## src/rtl/counter_pkg.sv

```systemverilog
// rtl/counter_pkg.sv - shared types and constants for the down-counting timer
package counter_pkg;

  typedef enum logic [1:0] {
    IDLE = 2'd0,
    RUN  = 2'd1,
    DONE = 2'd2
  } timer_state_t;

  localparam logic MODE_ONESHOT  = 1'b0;
  localparam logic MODE_PERIODIC = 1'b1;

endpackage

```

## src/rtl/counter_down_timer.sv

```systemverilog
// rtl/counter_down_timer.sv - loadable down-counting timer with borrow-out, one-shot or periodic
module counter_down_timer
  import counter_pkg::*;
#(
  parameter int DW = 8
) (
  input  logic          clk,
  input  logic          rst_n,
  input  logic          en,
  input  logic          start,
  input  logic          stop,
  input  logic          mode,
  input  logic [DW-1:0] load_val,
  output logic [DW-1:0] cnt,
  output logic          bo,
  output logic          busy,
  output logic          done
);

  timer_state_t  state_q, state_d;
  logic [DW-1:0] cnt_q, cnt_d;
  logic [DW-1:0] shadow_q, shadow_d;
  logic          mode_q, mode_d;
  logic          at_zero;

  assign at_zero = (cnt_q == '0);

  // State, count and the reload/mode shadows captured at start
  always_ff @(posedge clk or negedge rst_n) begin
    if (!rst_n) begin
      state_q  <= IDLE;
      cnt_q    <= '0;
      shadow_q <= '0;
      mode_q   <= MODE_ONESHOT;
    end else begin
      state_q  <= state_d;
      cnt_q    <= cnt_d;
      shadow_q <= shadow_d;
      mode_q   <= mode_d;
    end
  end

  // Next state: start beats stop, stop beats counting; the count never decrements past zero
  always_comb begin
    state_d  = state_q;
    cnt_d    = cnt_q;
    shadow_d = shadow_q;
    mode_d   = mode_q;
    if (start) begin
      state_d  = RUN;
      cnt_d    = load_val;
      shadow_d = load_val;
      mode_d   = mode;
    end else if (stop) begin
      state_d = IDLE;
    end else if (state_q == RUN && en) begin
      if (!at_zero) begin
        cnt_d = cnt_q - DW'(1);
      end else if (mode_q == MODE_PERIODIC) begin
        cnt_d = shadow_q;
      end else begin
        state_d = DONE;
      end
    end
  end

  assign cnt  = cnt_q;
  assign bo   = en && (state_q == RUN) && at_zero;
  assign busy = (state_q == RUN);
  assign done = (state_q == DONE);

endmodule

```

## config.mk

```make
export PLATFORM = sky130hd
export DESIGN_NAME = counter_down_timer
export DESIGN_NICKNAME = d
export VERILOG_FILES = /design/src/rtl/counter_pkg.sv /design/src/rtl/counter_down_timer.sv
export SDC_FILE = /design/constraint.sdc
export NUM_CORES = 1
export LEC_CHECK = 0
export ABC_AREA = 1
export CORE_MARGIN = 5
export CORE_UTILIZATION = 45
export DETAILED_ROUTE_END_ITERATION = 7
export HOLD_SLACK_MARGIN = 0.06
export PLACE_DENSITY = 0.81
export SETUP_SLACK_MARGIN = 0.2
export SLEW_MARGIN = 20
export SYNTH_ARGS = -nofsm -noshare
export SYNTH_HDL_FRONTEND = slang
export SYNTH_SLANG_ARGS = --single-unit
```

## constraint.sdc

```tcl
create_clock -name clk -period 1.6 [get_ports clk]
set_clock_uncertainty 0.1 [all_clocks]
set_input_delay 0.24 -clock clk [delete_from_list [all_inputs] [get_ports clk]]
set_output_delay 0.24 -clock clk [all_outputs]
set_load 0.03 [all_outputs]
```

==> flow_summary.toml <==
[floorplanning]
initial_core_util_pct = 48.1
core_mm2 = 0.00252
die_area_mm2 = 0.00384
rows = 18
die_y_um = 61.9
io_pins = 25
die_w_um = 61.9

[placed_design]
detailed_place.area_mm2 = 0.00155
dp_hpwl_um = 2240
portBuffers = 24
dp.cells = 218
gp_congestion = 0.870

[sta]
hold_ws_ps = 151
final_hold_viol_count = 0
layout_setup_ws_ps = -123
period_share_pct = 108
tightest_slew_ps = 298
finalSetupViolations = 3
fin_crit_ps = 1720
worst_slew_margin_rel_pct = 80.2
slew_viol_final = 0
maxClockFrequency_mhz = 580
grt_setup_unrepaired = "yes"

[worst_setup_path]
cpPeakStageDelay_ps = 460
cpMaxStageDelayCell = "dfrtp_2"
crit_buf_inv = 2
path_class = "reg2out"
path_max_fanout = 3
required_ps = 1260
startpoint_type = "flip-flop"
endpoint_kind = "output pin"
path_delay_family = "flip-flops"
cp.arrival_ps = 1380
cp_cell_sequence = "nor2_4 > nand2_4 > inv_2 > nand2_4 > nor2_4 > buf_6"
reg2reg_slack_ps = -20

[detailed_routing]
drt_drc_violations_left = 0
first_iter_violations = 57
via_per_inst = 5.25
ant_nets = 0
routed_wl_um = 3200
wl_per_cell_um = 13.6
vias = 1239
dr.pass1.iters = 4

[finish]
layout-drive-gt1-share_pct = 32.5
antennaDiodeCount = 0
nNetsFinal = 223
finalInstanceArea_mm2 = 0.00170
area.growth.synth_to_final_pct = 40.2
final_cells = 236

[clock_network]
clk_path_buf_depth = 2
clock_sinks = 19
cts_tree = "done"
htree_num_levels = 1
cts_buffers = 3
clock_latency_ps = 300
clk_pin_slew_ps = 120
cts-root-buf = "clkbuf_4"

[global_routing]
grt_pass1_wl_um = 5260
grt_usage_pct = 18.6
grt_pass1_vias = 1244
grt_antenna_before_repair = 0
gr-total-overflow = 0
grt_max_degree = 20

[logic_synthesis]
syn_nets = 177
yosys.cell_types.count = 24
synthCells = 161
yosys_warnings = 0
syn_avg_cell_area_um2 = 7.54
ys_seq_area_share_pct = 39.2
synth_area_mm2 = 0.00121
ys_seq_elements = 19

[flow_run]
drv_cap = 0

[hold_path]
min_path_type = "in2async"

[status]
status = "finished, violations left"
violations = "negative setup slack"

[power_and_ir_drop]
p_leak_nw = 0.888
power_density_mw_per_mm2 = 846
ir_drop_mv = 0.740
==> final cells by class <==
class                           instances  area (um2)
Fill cell                             215         821
Inverter                               23        91.3
Clock inverter                          1        5.00
Multi-Input combinational cell        117         672
Tap cell                               30        37.5
Sequential cell                        19         482
Clock buffer                            3        22.5
Timing Repair Buffer                   43         392
==> cell families (layout without fill, tap and decap cells) <==
| family | Yosys count | in the layout | share of synthesized area, % |
|---|---|---|---|
| adders and majority gates | 2 | 2 | 2.06 |
| AOI/OAI and AO/OA | 18 | 18 | 8.87 |
| and+or+nand+nor | 97 | 97 | 42.0 |
| DFF | 19 | 19 | 39.2 |
| buffers and inverters | 25 | 70 | 7.94 |
==> Yosys cell counts <==
library cell / n / area share (%)
a211oi_2: 1 / 1.0
a21boi_1: 1 / 0.62
a21oi_1: 3 / 1.2
a31o_1: 1 / 0.72
and2_2: 1 / 0.62
buf_2: 2 / 0.82
dfrtp_1: 19 / 39
ha_1: 2 / 2.1
inv_1: 21 / 6.5
inv_2: 2 / 0.62
nand2_1: 51 / 16
nand2_2: 1 / 0.52
nand2_4: 5 / 4.6
nand3_1: 14 / 5.8
nand3_2: 2 / 1.6
nand3_4: 1 / 1.4
nand3b_1: 1 / 0.62
nand4_1: 1 / 0.52
nor2_1: 13 / 4.0
nor2_2: 2 / 1.0
nor2_4: 4 / 3.7
nor2_8: 1 / 1.6
o21ai_0: 11 / 4.5
o21ai_2: 1 / 0.72
==> metrics by stage <==
stage          total power [mW]  utilization (%)  worst slack, ps  TNS, ps
2_1_floorplan             0.926                -             71.2        0
6_report                   1.44             67.5             -123     -149
5_1_grt                    1.54             67.5             -173     -865
3_3_place_gp               1.10             61.5             55.9        0
3_5_place_dp               1.11             61.5             15.1        0
4_1_cts                    1.40             65.7             -114     -114
==> registers in the layout, summed over array words and instances, names as in the netlist <==
| name | cells |
|---|---|
| mode_q | 1 |
| cnt | 8 |
| shadow_q | 8 |
| state_q | 2 |
==> placed cells by master (no fill, tap or decap), types with 2 or more instances in the layout <==
master            n
nand3_1          14
buf_2             3
nor2_4            6
inv_2             4
inv_1            17
clkbuf_4          3
o21ai_1           3
o21ai_0           8
nand2_1          50
dfrtp_1          14
nand2_4           5
inv_4             2
clkdlybuf4s50_1  13
buf_4            17
buf_6             8
nand3_2           2
a21oi_1           3
nor2_1           12
dfrtp_2           5
nand2_2           2
==> metal layers <==
layer / track usage (%) / vias to the layer above / wire length (um)
li1: - / 592 / -
met1: 21.3 / 582 / 1290
met2: 34.7 / 48 / 1640
met3: 3.10 / 17 / 163
met4: 6.06 / 0 / 110
met5: 0 / - / 0
==> timing repair <==
| action | 4_1_cts | 5_1_grt |
|---|---|---|
| cloned | 0 | 0 |
| setup buffers | 10 | 4 |
| gates resized for setup | 53 | 17 |
| pin swaps | 5 | 3 |
| endpoints found under the setup margin | 21 | 20 |
| hold buffers | 0 | 0 |
==> worst paths after layout <==
kind,startpoint,end,depth (start not counted)
max in group asynchronous,rst_n,cnt[0],2
setup reg to reg,cnt[2],cnt[2],10
setup / recovery,cnt[2],bo,6
hold / removal,rst_n,cnt[3],2
hold reg to reg,shadow_q[3],shadow_q[3],2
min in group clk,load_val[4],shadow_q[4],3
==> power breakdown <==
group | total, mW | switching (mW) | internal (mW) | leakage (nW)
Combinational | 0.598 | 0.342 | 0.256 | 0.647
Clock | 0.253 | 0.159 | 0.0932 | 0.0177
Sequential | 0.589 | 0.0528 | 0.536 | 0.223
Total | 1.44 | 0.554 | 0.885 | 0.888
Note: power is estimated with default switching activity, not from simulation.
